### config.mk
export PLATFORM = sky130hd
export DESIGN_NAME = muller_c_arbiter
export DESIGN_NICKNAME = d
export VERILOG_FILES = /design/src/rtl/muller_c_arbiter.sv
export SDC_FILE = /design/constraint.sdc
export NUM_CORES = 1
export LEC_CHECK = 0
export CORE_UTILIZATION = 25
export DETAILED_ROUTE_END_ITERATION = 16
export GPL_TIMING_DRIVEN = 0
export PLACE_DENSITY = 0.42
export SYNTH_ARGS = -nofsm -noshare
export SYNTH_HDL_FRONTEND = slang
export SYNTH_SLANG_ARGS = --single-unit
### constraint.sdc
create_clock -name clock -period 1.6 [get_ports clock]
set_clock_uncertainty 0.05 [all_clocks]
set_input_delay 0.48 -clock clock [delete_from_list [all_inputs] [get_ports clock]]
set_output_delay 0.48 -clock clock [all_outputs]
set_load 0.01 [all_outputs]
### src/rtl/muller_c_arbiter.sv
// Round-robin four-phase sequencer sharing one external Muller C-element between two requesters.
// Optional watchdog on the settle wait: define MULLER_C_ARB_TIMEOUT_EN.
module muller_c_arbiter #(
   parameter int unsigned SYNC_STAGES = 2,
   parameter int unsigned TIMEOUT_W   = 8
) (
   input  logic       clock,
   input  logic       reset_n,
   input  logic       req0,
   input  logic       req1,
   input  logic       lvl0,
   input  logic       lvl1,
   output logic       ack0,
   output logic       ack1,
   output logic       result,
   output logic       c_a,
   output logic       c_b,
   input  logic       c_q,
   output logic [1:0] grant,
   output logic       timeout_err
);

   localparam int unsigned SETTLE_W = $clog2(SYNC_STAGES + 1);

   typedef enum logic [2:0] {
      ST_IDLE,
      ST_DRIVE,
      ST_WAIT_Q,
      ST_ACK,
      ST_RELEASE
   } state_t;

   state_t               r_state, w_state_nxt;
   logic [SYNC_STAGES-1:0] r_sync;
   logic                 w_c_q_sync;
   logic                 r_win, w_win_nxt;
   logic                 r_last, w_last_nxt;
   logic                 r_drv, w_drv_nxt;
   logic                 r_result, w_result_nxt;
   logic [1:0]           r_ack, w_ack_nxt;
   logic [1:0]           r_grant, w_grant_nxt;
   logic [SETTLE_W-1:0]  r_settle, w_settle_nxt;
   logic                 w_settled;
   logic                 w_win_req;
   logic                 w_win_lvl;
   logic [1:0]           w_win_onehot;
`ifdef MULLER_C_ARB_TIMEOUT_EN
   logic [TIMEOUT_W-1:0] r_wd, w_wd_nxt, w_wd_inc;
   logic                 r_tmo, w_tmo_nxt;
`endif

   always_ff @(posedge clock or negedge reset_n) begin
      if (!reset_n) r_sync <= '0;
      else          r_sync <= {r_sync[SYNC_STAGES-2:0], c_q};
   end

   assign w_c_q_sync   = r_sync[SYNC_STAGES-1];
   assign w_win_req    = r_win ? req1 : req0;
   assign w_win_lvl    = r_win ? lvl1 : lvl0;
   assign w_win_onehot = r_win ? 2'b10 : 2'b01;
   // Compare only once the synchronizer holds a sample taken after the new drive,
   // so latency is fixed even when the output already sits at the target level.
   assign w_settled    = (r_settle == SETTLE_W'(SYNC_STAGES));
`ifdef MULLER_C_ARB_TIMEOUT_EN
   assign w_wd_inc     = r_wd + 1'b1;
`endif

   always_comb begin
      w_state_nxt  = r_state;
      w_win_nxt    = r_win;
      w_last_nxt   = r_last;
      w_drv_nxt    = r_drv;
      w_result_nxt = r_result;
      w_ack_nxt    = r_ack;
      w_grant_nxt  = r_grant;
      w_settle_nxt = r_settle;
`ifdef MULLER_C_ARB_TIMEOUT_EN
      w_wd_nxt     = r_wd;
      w_tmo_nxt    = r_tmo;
`endif
      case (r_state)
         ST_IDLE: begin
            if (req0 || req1) begin
               w_win_nxt   = (req0 && req1) ? ~r_last : req1;
               w_state_nxt = ST_DRIVE;
            end
         end
         ST_DRIVE: begin
            w_drv_nxt    = w_win_lvl;
            w_grant_nxt  = w_win_onehot;
            w_last_nxt   = r_win;
            w_settle_nxt = '0;
`ifdef MULLER_C_ARB_TIMEOUT_EN
            w_wd_nxt     = '0;
`endif
            w_state_nxt  = ST_WAIT_Q;
         end
         ST_WAIT_Q: begin
            if (!w_settled) w_settle_nxt = r_settle + 1'b1;
`ifdef MULLER_C_ARB_TIMEOUT_EN
            w_wd_nxt = w_wd_inc;
`endif
            if (w_settled && (w_c_q_sync == r_drv)) begin
               w_result_nxt = w_c_q_sync;
               w_ack_nxt    = w_win_onehot;
               w_state_nxt  = ST_ACK;
            end
`ifdef MULLER_C_ARB_TIMEOUT_EN
            else if (w_wd_inc == '1) begin
               w_result_nxt = w_c_q_sync;
               w_ack_nxt    = w_win_onehot;
               w_tmo_nxt    = 1'b1;
               w_state_nxt  = ST_ACK;
            end
`endif
         end
         ST_ACK: begin
            if (!w_win_req) w_state_nxt = ST_RELEASE;
         end
         ST_RELEASE: begin
            w_ack_nxt   = '0;
            w_grant_nxt = '0;
            w_state_nxt = ST_IDLE;
         end
         default: w_state_nxt = ST_IDLE;
      endcase
   end

   always_ff @(posedge clock or negedge reset_n) begin
      if (!reset_n) begin
         r_state  <= ST_IDLE;
         r_win    <= 1'b0;
         r_last   <= 1'b1;
         r_drv    <= 1'b0;
         r_result <= 1'b0;
         r_ack    <= '0;
         r_grant  <= '0;
         r_settle <= '0;
`ifdef MULLER_C_ARB_TIMEOUT_EN
         r_wd     <= '0;
         r_tmo    <= 1'b0;
`endif
      end else begin
         r_state  <= w_state_nxt;
         r_win    <= w_win_nxt;
         r_last   <= w_last_nxt;
         r_drv    <= w_drv_nxt;
         r_result <= w_result_nxt;
         r_ack    <= w_ack_nxt;
         r_grant  <= w_grant_nxt;
         r_settle <= w_settle_nxt;
`ifdef MULLER_C_ARB_TIMEOUT_EN
         r_wd     <= w_wd_nxt;
         r_tmo    <= w_tmo_nxt;
`endif
      end
   end

   assign ack0   = r_ack[0];
   assign ack1   = r_ack[1];
   assign result = r_result;
   assign c_a    = r_drv;
   assign c_b    = r_drv;
   assign grant  = r_grant;
`ifdef MULLER_C_ARB_TIMEOUT_EN
   assign timeout_err = r_tmo;
`else
   assign timeout_err = 1'b0;
`endif

endmodule

---- Word level (Yosys, flattened, before mapping) ----
Index checks and enable logic that the tools add are counted.
word-level totals
  register bits ........................... 15
  input bits .............................. 7
  output and inout bits ................... 8
  logic and storage cells ................. 46
operators by class
  $add $sub $neg .......................... 1
  equality and inequality tests ........... 10
  muxes and demuxes ....................... 13
  bitwise logic cells ..................... 1
  reduce and logical (&&, ||, !) cells .... 12
operator list
  cell                 number
  $pmux 2 s2           3
  $pmux 3 s4           1
  $mux 3               3
  $ne 2x2->1 const B   4
  $reduce_and 2->1     4
  $eq 3x2->1 const B   2
  $mux 2               3
  $reduce_bool 2->1    3
  $eq 3x1->1 const B   1
  $eq 3x3->1 const B   1
  $logic_not 3->1      1
  $mux 1               3
  $reduce_and 3->1     1
  $add 2x1->2 const B  1
  $eq 2x2->1 const B   1
  $logic_and 1x1->1    2
  $eq 1x1->1           1
  $logic_or 1x1->1     1
  $not 1->1            1

---- Longest topological paths before layout ----
Gate-level depths: netlist of the first run.
  depth after elaboration ................. 4
  gate-level depth with buffers ........... 5
  depth with buffers taken out ............ 5

---- Worst setup path before layout of the first run ----
OpenSTA, ideal clock, no wires.
  path type ............................... register -> register
  start point ............................. register r_settle[0]
  end point ............................... register r_result (netlist: result)
  setup time .............................. 0.127 ns
  arrival time ............................ 1.228 ns
  data required time ...................... 1.423 ns
  setup slack ............................. 0.194 ns
  cell stages (with the launch flop) ...... 6
  buffers on the path ..................... 0
  clock period less this slack ............ 1.406 ns
  path through ............................ dfrtp_1 -> inv_1 -> ha_1 -> and4bb_2 -> nand2_1 -> mux2_1
on the way
  cells in the longest elaborated chain, start to end .. 3
ends and longest elaborated chain
  element                     RTL line  source
  start, declared             42        logic [SETTLE_W-1:0] r_settle, w_settle_nxt;
  start signal, assigned      151       r_settle <= w_settle_nxt;
  $eq 2x2->1                  63        assign w_settled = (r_settle == SETTLE_W'(SYNC_STAGES));
  $logic_and 1x1->1           103       if (w_settled && (w_c_q_sync == r_drv)) begin
  $reduce_and 2->1 (no line)  --
  end signal, assigned        148       r_result <= w_result_nxt;
  end, declared               39        logic r_result, w_result_nxt;
No other way between the ends.
A chain may end at the register's enable or synchronous reset.

---- Final worst setup path of the first run ----
  start point ............................. register r_drv (netlist: c_a)
  end point ............................... output c_a
RTL lines
  element                 RTL line  source
  start, declared         38        logic r_drv, w_drv_nxt;
  start signal, assigned  147       r_drv <= w_drv_nxt;
  end, declared           16        output logic c_a,
No word-level cell between the ends.

==> reports/summary.log, run 1 <==
qor: setup_path.worstSetupPathType reg2out
qor: die.num_io_pins 15
qor: clocking.clk_pin_slew 0.09 ns
qor: final_layout.instances_no_fill 124
qor: setup_path.ff2ff_path_depth 5
qor: final_layout.layout.cells.most_common_list sky130_fd_sc_hd__dfrtp_1, sky130_fd_sc_hd__nand2_1, sky130_fd_sc_hd__a21oi_1, sky130_fd_sc_hd__clkdlybuf4s50_1, sky130_fd_sc_hd__dlygate4sd2_1
qor: min_path.timing.hold.worst_path_depth 0
qor: drt.met2_length 716 microns
qor: setup_path.worst-endpoint-arrival 0.99 ns
qor: clocking.cts-root-buf sky130_fd_sc_hd__clkbuf_4
qor: grt.globalRoute.totalOverflow 0
qor: clocking.largest_buffer_count_on_any_clock_path 2
qor: yosys.synth.distinct_cells 35
qor: drt.highest_layer met4
qor: drt.wirelength 1590 microns
qor: die.row_count 19
qor: grt.global_route_wire_length_before_repair 2650 microns
qor: setup_path.cell_with_the_largest_stage_delay_on_the_worst_path sky130_fd_sc_hd__dfrtp_2
qor: clocking.tritoncts.num_buffers 3
qor: drt.wl_met1 800 microns
qor: final_layout.fillers 301
qor: drt.detail-route-antenna-nets 0
qor: die.start_util 27.2%
qor: pwr.total_power 1.72 mW
qor: clocking.clk-insertion-delay-late 0.28 ns
qor: final_layout.finish.net_count 102
qor: grt.grtUsageTotal 10.7%
qor: drt.vias 601
qor: yosys.synth_top_cell_by_area sky130_fd_sc_hd__dfrtp_1
qor: drt.via_per_inst 4.85
qor: placed_design.placedCellCount 119
qor: grt.antenna_found_initial 0
qor: setup_path.worstPathBufferInverterCount 1
qor: final_layout.layout-drive-gt1-share 18.3%
qor: final_layout.mostFrequentLayoutCell sky130_fd_sc_hd__dfrtp_1
qor: drt.initialDrtViolationCount 13
qor: timing.minimum_clock_period_after_layout 1.52 ns
qor: setup_path.max_stage_delay 0.43 ns
qor: yosys.synth_top_cell_area_share 45.1%
qor: clocking.cts_tree done
qor: timing.grt_setup_unrepaired no
qor: setup_path.kind_of_end_point_of_the_critical_path output pin
qor: yosys.synth_nets 83
qor: setup_path.critical_path.startpoint_type flop
qor: grt.grt_pass1_vias 568
qor: grt.grt_max_degree 16
qor: setup_path.timing.critical_path.cells dlygate4sd2_1
qor: setup_path.critical_path_depth 1
qor: yosys.yosys_warning_total 0
qor: drt.remaining_drc_errors 2
qor: setup_path.crit_required 1.07 ns
qor: pwr.cellInternalPower 1.05 mW
qor: placed_design.port_buffers 13
qor: pwr.power.share.switching 38.8%
qor: pwr.share_seq_of_total_power 38.1%
qor: yosys.postSynthRegisterBits 15
qor: placed_design.routabilityCongestion 0.690
qor: min_path.worst_hold_path_type reg2reg
qor: job.max_cap_viol_count 0
qor: outcome.failed_checks design-rule violations
qor: drt.drtPass1Iterations 9
qor: final_layout.n_antenna_cell 0
qor: die.design.die.area 3340 sq um
qor: yosys.yosysSeqAreaShare 48.5%
qor: pwr.power_frac_clock 12.9%
qor: timing.fin_crit_sh 95.0%
qor: setup_path.kind_of_cell_adding_the_most_delay_to_the_critical_path flip-flops
qor: pwr.power_switching 0.666 mW
qor: final_layout.area_growth_syn_to_layout 25.3%
qor: timing.postLayoutSetupSlackWorst 0.0803 ns
qor: die.dieWidth 57.8 microns
qor: die.die_y 57.8 microns
qor: pwr.p_comb_share 49.1%
qor: placed_design.post-place-ws -0.0679 ns
qor: yosys.synthCells 75
qor: outcome.outcome finished with violations
qor: timing.slew_at_the_pin_with_the_worst_max_slew_slack 0.697 ns
qor: setup_path.path_max_fanout 4
qor: die.core_region_area 2850 sq um
qor: clocking.post_cts_hold_buffer_count 0
qor: timing.maxClockFrequency 0.658 GHz
qor: timing.final.hold.worst_slack 0.306 ns
qor: placed_design.detailedPlacementHpwl 1150 microns
qor: yosys.post_synth_instance_area 777 sq um
qor: timing.final-max-slew-violation-count 0
qor: pwr.ir_worst_vdd 0.570 mV
qor: timing.final_setup_violation_count 0
qor: drt.post_drt_wl_per_cell 12.8 microns
qor: clocking.clock-sinks 15
qor: pwr.powerDensity 1760 nW/um^2
qor: yosys.avgSynthCellArea 10.4 sq um
qor: yosys.synth_top_cells_by_area sky130_fd_sc_hd__dfrtp_1, sky130_fd_sc_hd__a21oi_1, sky130_fd_sc_hd__dfstp_2
qor: pwr.cellLeakagePower 0.419 nW
qor: clocking.cts_htree_levels 1
qor: drt.met3_length 54 microns
qor: timing.timing.slew.headroom 53.4%
qor: timing.finalHoldViolations 0
==> kinds of logic after synthesis <==
family	synth area share [%]
AO/OA/AOI/OAI	17.2
XOR/XNOR	2.25
adder cells (fa/ha/maj)	1.61
buffers and inverters	5.96
flip-flops	48.5
multiplexers	5.47
other	0.483
AND/OR/NAND/NOR	18.5
==> state kept, by name (all words and copies together) (netlist names) <==
| name | flops |
|---|---|
| r_state | 3 |
| grant | 2 |
| r_ack | 2 |
| r_settle | 2 |
| r_sync | 2 |
| c_a | 1 |
| r_last | 1 |
| r_win | 1 |
| result | 1 |
==> power groups by stage <==
stage | sequential [mW] | combinational, mW | clock, mW
finish | 0.654 | 0.842 | 0.221
global placement | 0.668 | 0.865 | 0
global route | 0.681 | 0.943 | 0.253
floorplan | 0.674 | 0.558 | 0
CTS | 0.655 | 0.851 | 0.237
detailed placement | 0.669 | 0.874 | 0
==> metrics by stage <==
| stage | utilization (%) | cell area (sq um) | TNS [ns] |
|---|---|---|---|
| detailed placement | 33.2 | 946 | -0.0820 |
| CTS | 34.0 | 971 | 0 |
| global placement | 33.2 | 946 | -0.0484 |
| global route | 34.1 | 973 | 0 |
| floorplan | - | 777 | 0 |
| finish | 34.1 | 973 | 0 |
==> path summary, 6_finish.rpt <==
check                                   startpoint              endpoint  slack [ns]
setup / recovery                   c_a$_DFFE_PN0N_                   c_a        0.08
hold / removal                 r_sync[0]$_DFF_PN0_   r_sync[1]$_DFF_PN0_        0.31
setup reg to reg           r_settle[0]$_DFFE_PN0P_    result$_DFFE_PN0P_        0.11
hold reg to reg                r_sync[0]$_DFF_PN0_   r_sync[1]$_DFF_PN0_        0.31
max in group asynchronous                  reset_n       c_a$_DFFE_PN0N_        0.46
min in group asynchronous                  reset_n  grant[0]$_DFFE_PN0P_        0.56
==> timing repair <==
action | 4_1_cts | 5_1_grt
resized for setup | 9 | 1
cloned | 0 | 0
buffers inserted | 1 | 0
endpoints found under the setup margin | 7 | 2
==> Yosys cell counts <==
| master | count |
|---|---|
| sky130_fd_sc_hd__dfrtp_1 | 14 |
| sky130_fd_sc_hd__a21oi_1 | 6 |
| sky130_fd_sc_hd__nand2_1 | 6 |
| sky130_fd_sc_hd__o21ai_0 | 5 |
| sky130_fd_sc_hd__buf_2 | 4 |
| sky130_fd_sc_hd__inv_1 | 3 |
| sky130_fd_sc_hd__a31oi_1 | 2 |
| sky130_fd_sc_hd__buf_4 | 2 |
| sky130_fd_sc_hd__mux2i_1 | 2 |
| sky130_fd_sc_hd__nor3_1 | 2 |
| sky130_fd_sc_hd__nor3b_1 | 2 |
| sky130_fd_sc_hd__nor4b_1 | 2 |
| sky130_fd_sc_hd__o21bai_1 | 2 |
| sky130_fd_sc_hd__o2bb2ai_1 | 2 |
| sky130_fd_sc_hd__a21o_1 | 1 |
| sky130_fd_sc_hd__a32o_1 | 1 |
| sky130_fd_sc_hd__and3_1 | 1 |
| sky130_fd_sc_hd__and3b_1 | 1 |
| sky130_fd_sc_hd__and4bb_2 | 1 |
| sky130_fd_sc_hd__conb_1 | 1 |
| sky130_fd_sc_hd__dfstp_2 | 1 |
| sky130_fd_sc_hd__ha_1 | 1 |
| sky130_fd_sc_hd__mux2_1 | 1 |
| sky130_fd_sc_hd__mux2_2 | 1 |
| sky130_fd_sc_hd__nand2b_1 | 1 |
| sky130_fd_sc_hd__nand3_1 | 1 |
| sky130_fd_sc_hd__nand4bb_1 | 1 |
| sky130_fd_sc_hd__nor2_1 | 1 |
| sky130_fd_sc_hd__nor2b_1 | 1 |
| sky130_fd_sc_hd__nor3b_2 | 1 |
| sky130_fd_sc_hd__o211ai_1 | 1 |
| sky130_fd_sc_hd__o311ai_0 | 1 |
| sky130_fd_sc_hd__or3_1 | 1 |
| sky130_fd_sc_hd__xnor2_1 | 1 |
| sky130_fd_sc_hd__xor2_1 | 1 |
==> layer usage <==
metal  vias to the layer above  global-route usage [%]
met3                         2                    4.02
met5                         -                       0
li1                        305                       -
met1                       286                    14.1
met2                         8                    16.6
met4                         0                    3.06
==> cell type report <==
| cell class | count | area (sq um) | area share, % |
|---|---|---|---|
| Buffer | 6 | 35.0 | 3.60 |
| Clock buffer | 4 | 26.3 | 2.70 |
| Inverter | 3 | 11.3 | 1.16 |
| Multi-Input combinational cell | 51 | 357 | 36.6 |
| Sequential cell | 15 | 378 | 38.8 |
| Tap cell | 31 | 38.8 | 3.98 |
| Timing Repair Buffer | 14 | 128 | 13.1 |
(Power assumes the default switching activity.)
==> inputs of run 2 (changes only) <==
--- a/config.mk
+++ b/config.mk
@@ -5,6 +5,7 @@
 export SDC_FILE = /design/constraint.sdc
 export NUM_CORES = 1
 export LEC_CHECK = 0
+export CORE_ASPECT_RATIO = 1.1
 export CORE_UTILIZATION = 25
 export DETAILED_ROUTE_END_ITERATION = 16
 export GPL_TIMING_DRIVEN = 0
==> constraint.sdc (replaced) <==
create_clock -name clock -period 2 [get_ports clock]
set_clock_uncertainty 0.05 [all_clocks]
set_input_delay 0.6 -clock clock [delete_from_list [all_inputs] [get_ports clock]]
set_output_delay 0.6 -clock clock [all_outputs]
set_load 0.01 [all_outputs]
==> run 2 against run 1 <==
  * The run now ends clean
  * Clock power is 17% lower
  * Die area barely moved
  * Global-route usage increased by 0.78 points
  * Power decreased by 18%
  * Sequential cell count is the same
  * Critical path type unchanged
  * Largest power group unchanged
  * Hold slack improved by 0.00050 ns
  * Sequential share of layout area decreased by 0.44 points
  * Combinational power down 16%
  * Register-to-register slack improved by 0.37 ns
  * Largest cell class unchanged
==> reports/summary.log, run 2 (synthesis results as in run 1) <==
qor: pwr.power_frac_clock 12.9% [about the same]
qor: min_path.hold_end r_sync[1]$_DFF_PN0_ [unchanged]
qor: final_layout.layout.cells.most_common_list sky130_fd_sc_hd__dfrtp_1, sky130_fd_sc_hd__clkdlybuf4s50_1, sky130_fd_sc_hd__nand2_1, sky130_fd_sc_hd__a21oi_1, sky130_fd_sc_hd__o21ai_0 [was sky130_fd_sc_hd__dfrtp_1, sky130_fd_sc_hd__nand2_1, sky130_fd_sc_hd__a21oi_1, sky130_fd_sc_hd__clkdlybuf4s50_1, sky130_fd_sc_hd__dlygate4sd2_1]
qor: drt.detail-route-antenna-nets 0 [unchanged]
qor: final_layout.largest_register r_state [unchanged]
qor: timing.slew_at_the_pin_with_the_worst_max_slew_slack 0.700 ns [was 0.697 ns]
qor: grt.grt_pass1_vias 570 [was 568]
qor: clocking.largest_buffer_count_on_any_clock_path 2 [unchanged]
qor: clocking.clk_pin_slew 0.10 ns [was 0.09 ns]
qor: setup_path.critical_path_depth 2 [was 1]
qor: drt.via_per_inst 4.67 [was 4.85]
qor: placed_design.routabilityCongestion 0.722 [was 0.690]
qor: timing.finalHoldViolations 0 [unchanged]
qor: pwr.cellInternalPower 0.875 mW [was 1.05 mW]
qor: final_layout.flip_flop_count_of_the_largest_register_all_copies_and_words_added 3 [unchanged]
qor: setup_path.cell_with_the_largest_stage_delay_on_the_worst_path sky130_fd_sc_hd__clkdlybuf4s50_1 [was sky130_fd_sc_hd__dfrtp_2]
qor: timing.minimum_clock_period_after_layout 1.94 ns
qor: timing.grt_setup_unrepaired no [unchanged]
qor: timing.final_setup_violation_count 0 [unchanged]
qor: clocking.cts_htree_levels 1 [unchanged]
qor: die.core_region_area 2850 sq um [unchanged]
qor: setup_path.worstSetupPathType reg2out [unchanged]
qor: setup_path.worst-endpoint-arrival 1.29 ns [was 0.99 ns]
qor: clocking.clk-insertion-delay-late 0.29 ns [was 0.28 ns]
qor: setup_path.reg2reg_slack 0.48 ns [was 0.11 ns]
qor: setup_path.regToRegEndpoint result$_DFFE_PN0P_ [unchanged]
qor: die.design.die.area 3340 sq um [about the same]
qor: die.row_count 20 [was 19]
qor: timing.final-max-slew-violation-count 0 [unchanged]
qor: die.start_util 27.2% [unchanged]
qor: final_layout.layout-drive-gt1-share 17.2% [was 18.3%]
qor: die.dieWidth 55.2 microns [was 57.8 microns]
qor: grt.grtUsageTotal 11.5% [was 10.7%]
qor: grt.globalRoute.totalOverflow 0 [unchanged]
qor: final_layout.finish.net_count 102 [unchanged]
qor: drt.drtPass1Iterations 4 [was 9]
qor: pwr.total_power 1.41 mW [was 1.72 mW]
qor: final_layout.n_antenna_cell 0 [unchanged]
qor: setup_path.crit-reg2reg-launch r_settle[0]$_DFFE_PN0P_ [unchanged]
qor: pwr.p_comb_share 50.2% [was 49.1%]
qor: timing.fin_crit_sh 97.2%
qor: setup_path.max_stage_delay 0.46 ns [was 0.43 ns]
qor: pwr.share_seq_of_total_power 36.9% [was 38.1%]
qor: clocking.clock-sinks 15 [unchanged]
qor: setup_path.path_max_fanout 3 [was 4]
qor: drt.vias 589 [was 601]
qor: timing.finalSetupTns 0 ns [unchanged]
qor: pwr.cellLeakagePower 0.414 nW [was 0.419 nW]
qor: min_path.hp-start r_sync[0]$_DFF_PN0_ [unchanged]
qor: pwr.powerDensity 1440 nW/um^2 [was 1760 nW/um^2]
qor: die.num_io_pins 15 [unchanged]
qor: job.max_cap_viol_count 0 [unchanged]
qor: timing.timing.slew.headroom 53.2% [was 53.4%]
qor: setup_path.kind_of_cell_adding_the_most_delay_to_the_critical_path buffers and inverters [was flip-flops]
qor: setup_path.worstPathBufferInverterCount 2 [was 1]
qor: die.die_y 60.5 microns [was 57.8 microns]
qor: setup_path.crit_required 1.35 ns [was 1.07 ns]
qor: setup_path.ff2ff_path_depth 5 [unchanged]
qor: grt.grt_max_degree 16 [unchanged]
qor: placed_design.detailedPlacementHpwl 1110 microns [was 1150 microns]
qor: drt.initialDrtViolationCount 15 [was 13]
qor: min_path.worst_hold_path_type reg2reg [unchanged]
qor: final_layout.fin_util 34.5% [was 34.1%]
qor: grt.global_route_wire_length_before_repair 2640 microns [was 2650 microns]
qor: timing.maxClockFrequency 0.514 GHz
qor: drt.remaining_drc_errors 0 [was 2]
qor: clocking.tritoncts.num_buffers 3 [unchanged]
qor: drt.wirelength 1590 microns [about the same]
qor: pwr.power.share.switching 38.1% [was 38.8%]
qor: grt.antenna_found_initial 0 [unchanged]
qor: placed_design.port_buffers 13 [unchanged]
qor: clocking.cts-root-buf sky130_fd_sc_hd__clkbuf_4 [unchanged]
qor: clocking.cts_tree done [unchanged]
qor: pwr.ir_worst_vdd 0.495 mV [was 0.570 mV]
qor: setup_path.kind_of_end_point_of_the_critical_path output pin [unchanged]
qor: setup_path.timing.critical_path.cells buf_4 > clkdlybuf4s50_1 [was dlygate4sd2_1]
qor: drt.post_drt_wl_per_cell 12.6 microns [was 12.8 microns]
qor: setup_path.critical_path.startpoint_type flop [unchanged]
qor: min_path.timing.hold.worst_path_depth 0 [unchanged]
qor: pwr.power_switching 0.539 mW [was 0.666 mW]
qor: final_layout.area_growth_syn_to_layout 26.7% [was 25.3%]
qor: outcome.outcome completed [was finished with violations]
[run 2: area by class of cell]
cell class	count	area [sq um]
buffer	6	35.0
clock buffer	3	22.5
clock inverter	1	5.00
fill	313	1870
inverter	3	11.3
multi-input combinational	51	354
sequential	15	378
tap	33	41.3
timing repair buffer	14	138
[run 2: what timing repair did]
action / CTS / global route
buffers inserted: 1 / 0
endpoints found under the setup margin: 1 / 0
hold buffers: 0 / 0
gates resized for setup: 1 / 0
[run 2: power by group through the flow]
stage / logic (mW) / registers, mW / clock network [mW]
finish: 0.710 / 0.522 / 0.183
global route: 0.798 / 0.543 / 0.206
floorplan: 0.447 / 0.539 / 0
detailed placement: 0.693 / 0.538 / 0
global placement: 0.689 / 0.534 / 0
CTS: 0.716 / 0.524 / 0.196
[run 2: worst max path at each step]
stage	startpoint	end	slack [ns]
after floorplan	r_settle[0]$_DFFE_PN0P_	result$_DFFE_PN0P_	0.59
after global placement	req1	r_state[0]$_DFFE_PN0P_	0.25
after detailed placement	req1	r_state[0]$_DFFE_PN0P_	0.24
after CTS	c_a$_DFFE_PN0N_	c_b	0.03
after global routing	c_a$_DFFE_PN0N_	c_b	0.002
final	c_a$_DFFE_PN0N_	c_b	0.06
[run 2: metal layers]
metal | track usage [%] | share of wire [%]
met1 | 15.6 | 48
met2 | 16.4 | 47
met3 | 2.26 | 3.1
met4 | 7.50 | 1.3
met5 | 0 | 0
[run 2: stage by stage]
| stage | cells | setup WS (ns) | area, sq um | hold slack, ns |
|---|---|---|---|---|
| after floorplan | 75 | 0.594 | 777 | 0.254 |
| after global placement | 121 | 0.247 | 948 | 0.295 |
| after detailed placement | 121 | 0.238 | 948 | 0.285 |
| after CTS | 126 | 0.0260 | 985 | 0.310 |
| after global routing | 126 | 0.00183 | 985 | 0.320 |
| final | 126 | 0.0554 | 985 | 0.307 |
==> inputs of run 3 (changes only) <==
--- a/config.mk
+++ b/config.mk
@@ -8,8 +8,9 @@
 export CORE_ASPECT_RATIO = 1.1
 export CORE_UTILIZATION = 25
 export DETAILED_ROUTE_END_ITERATION = 16
+export DONT_BUFFER_PORTS = 1
 export GPL_TIMING_DRIVEN = 0
-export PLACE_DENSITY = 0.42
+export PLACE_DENSITY = 0.36
 export SYNTH_ARGS = -nofsm -noshare
 export SYNTH_HDL_FRONTEND = slang
 export SYNTH_SLANG_ARGS = --single-unit
==> run 3 against run 2 <==
  * Setup slack improved by 0.33 ns
  * Hold slack worse by 0.22 ns
  * Utilization is 4.5 points lower
  * Largest cell class unchanged
  * Largest power group is now sequential cells
  * Highest routed layer unchanged
==> reports/summary.log, run 3 (synthesis results as in run 1) <==
qor: clocking.post_cts_resized 0 [was 1]
qor: pwr.cellInternalPower 0.757 mW [was 0.875 mW]
qor: timing.timing.slew.headroom 54.4% [was 53.2%]
qor: clocking.tritoncts.num_buffers 3 [unchanged]
qor: pwr.power_switching 0.525 mW [was 0.539 mW]
qor: clocking.clock-sinks 15 [unchanged]
qor: setup_path.ff2ff_path_depth 5 [unchanged]
qor: clocking.post-cts-setup-buffer-count 0 [was 1]
qor: final_layout.mostFrequentLayoutCell sky130_fd_sc_hd__dfrtp_1
qor: pwr.ir_worst_vdd 0.554 mV [was 0.495 mV]
qor: pwr.cellLeakagePower 0.363 nW [was 0.414 nW]
qor: pwr.powerDensity 1500 nW/um^2 [was 1440 nW/um^2]
qor: final_layout.design_area 856 sq um [was 985 sq um]
qor: setup_path.kind_of_end_point_of_the_critical_path output pin [unchanged]
qor: die.num_io_pins 15 [unchanged]
qor: clocking.cts-root-buf sky130_fd_sc_hd__clkbuf_4 [unchanged]
qor: drt.initialDrtViolationCount 16 [was 15]
qor: setup_path.crit-reg2reg-launch r_settle[0]$_DFFE_PN0P_ [unchanged]
qor: placed_design.placedCellCount 108 [was 121]
qor: final_layout.area_growth_syn_to_layout 10.1% [was 26.7%]
qor: final_layout.flip_flop_count_of_the_largest_register_all_copies_and_words_added 3 [unchanged]
qor: grt.grt_max_degree 15 [was 16]
qor: timing.final-max-slew-violation-count 0 [unchanged]
qor: drt.via_per_inst 5.06 [was 4.67]
qor: die.die_y 60.5 microns [unchanged]
qor: die.row_count 20 [unchanged]
qor: pwr.p_comb_share 41.9% [was 50.2%]
qor: placed_design.dpl_cell_area 818 sq um [was 948 sq um]
qor: final_layout.layout-drive-gt1-share 17.5% [was 17.2%]
qor: pwr.power_frac_clock 14.6% [was 12.9%]
qor: timing.final.hold.worst_slack 0.0867 ns [was 0.307 ns]
qor: setup_path.crit_required 1.35 ns [about the same]
qor: setup_path.regToRegEndpoint result$_DFFE_PN0P_ [unchanged]
qor: die.dieWidth 55.2 microns [unchanged]
qor: pwr.power.share.switching 41.0% [was 38.1%]
qor: job.max_cap_viol_count 0 [unchanged]
qor: placed_design.port_buffers 0 [was 13]
qor: setup_path.critical_path_depth 1 [was 2]
qor: timing.fin_crit_sh 80.8% [was 97.2%]
qor: setup_path.critical_path.startpoint_type flop [unchanged]
qor: placed_design.detailedPlacementHpwl 1140 microns [was 1110 microns]
qor: setup_path.max_stage_delay 0.50 ns [was 0.46 ns]
qor: drt.post_drt_wl_per_cell 14.7 microns [was 12.6 microns]
qor: timing.finalSetupTns 0 ns [unchanged]
qor: clocking.cts_htree_levels 1 [unchanged]
qor: timing.minimum_clock_period_after_layout 1.62 ns [was 1.94 ns]
qor: setup_path.reg2reg_slack 0.46 ns [was 0.48 ns]
qor: outcome.outcome completed [unchanged]
qor: setup_path.cell_with_the_largest_stage_delay_on_the_worst_path sky130_fd_sc_hd__dfrtp_1 [was sky130_fd_sc_hd__clkdlybuf4s50_1]
qor: clocking.clk_pin_slew 0.10 ns [about the same]
qor: clocking.clk-insertion-delay-late 0.29 ns [about the same]
qor: timing.final_setup_violation_count 0 [unchanged]
qor: setup_path.kind_of_cell_adding_the_most_delay_to_the_critical_path flip-flops [was buffers and inverters]
qor: timing.maxClockFrequency 0.619 GHz [was 0.514 GHz]
qor: drt.remaining_drc_errors 0 [unchanged]
qor: setup_path.worstPathBufferInverterCount 1 [was 2]
qor: timing.finalHoldViolations 0 [unchanged]
qor: grt.antenna_found_initial 0 [unchanged]
qor: pwr.share_seq_of_total_power 43.5% [was 36.9%]
qor: setup_path.path_max_fanout 5 [was 3]
qor: drt.drtPass1Iterations 4 [unchanged]
qor: drt.vias 572 [was 589]
qor: die.core_region_area 2850 sq um [unchanged]
qor: drt.wirelength 1660 microns [was 1590 microns]
qor: placed_design.routabilityCongestion 0.688 [was 0.722]
qor: setup_path.timing.critical_path.cells buf_4 [was buf_4 > clkdlybuf4s50_1]
qor: min_path.worst_hold_path_type in2async [was reg2reg]
qor: clocking.largest_buffer_count_on_any_clock_path 2 [unchanged]
qor: final_layout.fillers 307 [was 313]
qor: clocking.post_cts_hold_buffer_count 1 [was 0]
qor: clocking.cts_tree done [unchanged]
qor: final_layout.largest_register r_state [unchanged]
qor: timing.grt_setup_unrepaired no [unchanged]
qor: grt.grtUsageTotal 12.3% [was 11.5%]
qor: final_layout.instances_no_fill 113 [was 126]
qor: final_layout.finish.net_count 89 [was 102]
qor: die.start_util 27.2% [unchanged]
qor: setup_path.worstSetupPathType reg2out [unchanged]
qor: grt.grt_pass1_vias 563 [was 570]
qor: grt.global_route_wire_length_before_repair 2750 microns [was 2640 microns]
qor: setup_path.worst-endpoint-arrival 0.97 ns [was 1.29 ns]
qor: timing.slew_at_the_pin_with_the_worst_max_slew_slack 0.682 ns [was 0.700 ns]
qor: grt.globalRoute.totalOverflow 0 [unchanged]
qor: final_layout.n_antenna_cell 0 [unchanged]
qor: final_layout.layout.cells.most_common_list sky130_fd_sc_hd__dfrtp_1, sky130_fd_sc_hd__nand2_1, sky130_fd_sc_hd__a21oi_1, sky130_fd_sc_hd__o21ai_0, sky130_fd_sc_hd__buf_2 [was sky130_fd_sc_hd__dfrtp_1, sky130_fd_sc_hd__clkdlybuf4s50_1, sky130_fd_sc_hd__nand2_1, sky130_fd_sc_hd__a21oi_1, sky130_fd_sc_hd__o21ai_0]
qor: drt.detail-route-antenna-nets 0 [unchanged]
qor: die.design.die.area 3340 sq um [unchanged]
## run 3: cell count changes in the layout (fill, tap and decap cells not counted), sizes merged
cell	previous run	this run
clkdlybuf4s50	13	0
dlygate4sd3	0	1
buf	7	6
## run 3: final cells by class
type,count,area (sq um),share of cell area (%)
Buffer,6,35.0,4.09
Clock buffer,3,22.5,2.63
Clock inverter,1,5.00,0.585
Inverter,3,11.3,1.32
Multi-Input combinational cell,51,354,41.4
Sequential cell,15,377,44.0
Tap cell,33,41.3,4.82
Timing Repair Buffer,1,10.0,1.17
## run 3: worst max-delay path by stage
stage	startpoint	endpoint	slack (ns)
finish	c_a$_DFFE_PN0N_	c_b	0.38
global route	c_a$_DFFE_PN0N_	c_b	0.32
CTS	c_a$_DFFE_PN0N_	c_b	0.36
detailed placement	r_settle[0]$_DFFE_PN0P_	result$_DFFE_PN0P_	0.47
global placement	r_settle[0]$_DFFE_PN0P_	result$_DFFE_PN0P_	0.48
floorplan	r_settle[0]$_DFFE_PN0P_	result$_DFFE_PN0P_	0.59
## run 3: power by group through the flow
stage / clock network, mW / logic [mW] / registers, mW
floorplan: 0 / 0.447 / 0.539
global placement: 0 / 0.531 / 0.566
detailed placement: 0 / 0.538 / 0.568
CTS: 0.197 / 0.547 / 0.562
global route: 0.212 / 0.609 / 0.582
finish: 0.187 / 0.537 / 0.558
## run 3: through the flow
| step | setup WS [ns] | util [%] | total power, mW |
|---|---|---|---|
| after floorplan | 0.594 | - | 0.986 |
| after global placement | 0.477 | 28.7 | 1.10 |
| after detailed placement | 0.471 | 28.7 | 1.11 |
| after CTS | 0.357 | 30.0 | 1.31 |
| after global routing | 0.322 | 30.0 | 1.40 |
| final | 0.384 | 30.0 | 1.28 |
## run 3: per-layer routing
layer / vias to the layer above / share of wire (%) / track usage [%]
met5: - / 0 / 0
met4: 0 / 1.1 / 4.29
met1: 277 / 46 / 14.7
li1: 281 / - / -
met3: 2 / 5.1 / 5.76
met2: 12 / 47 / 19.3
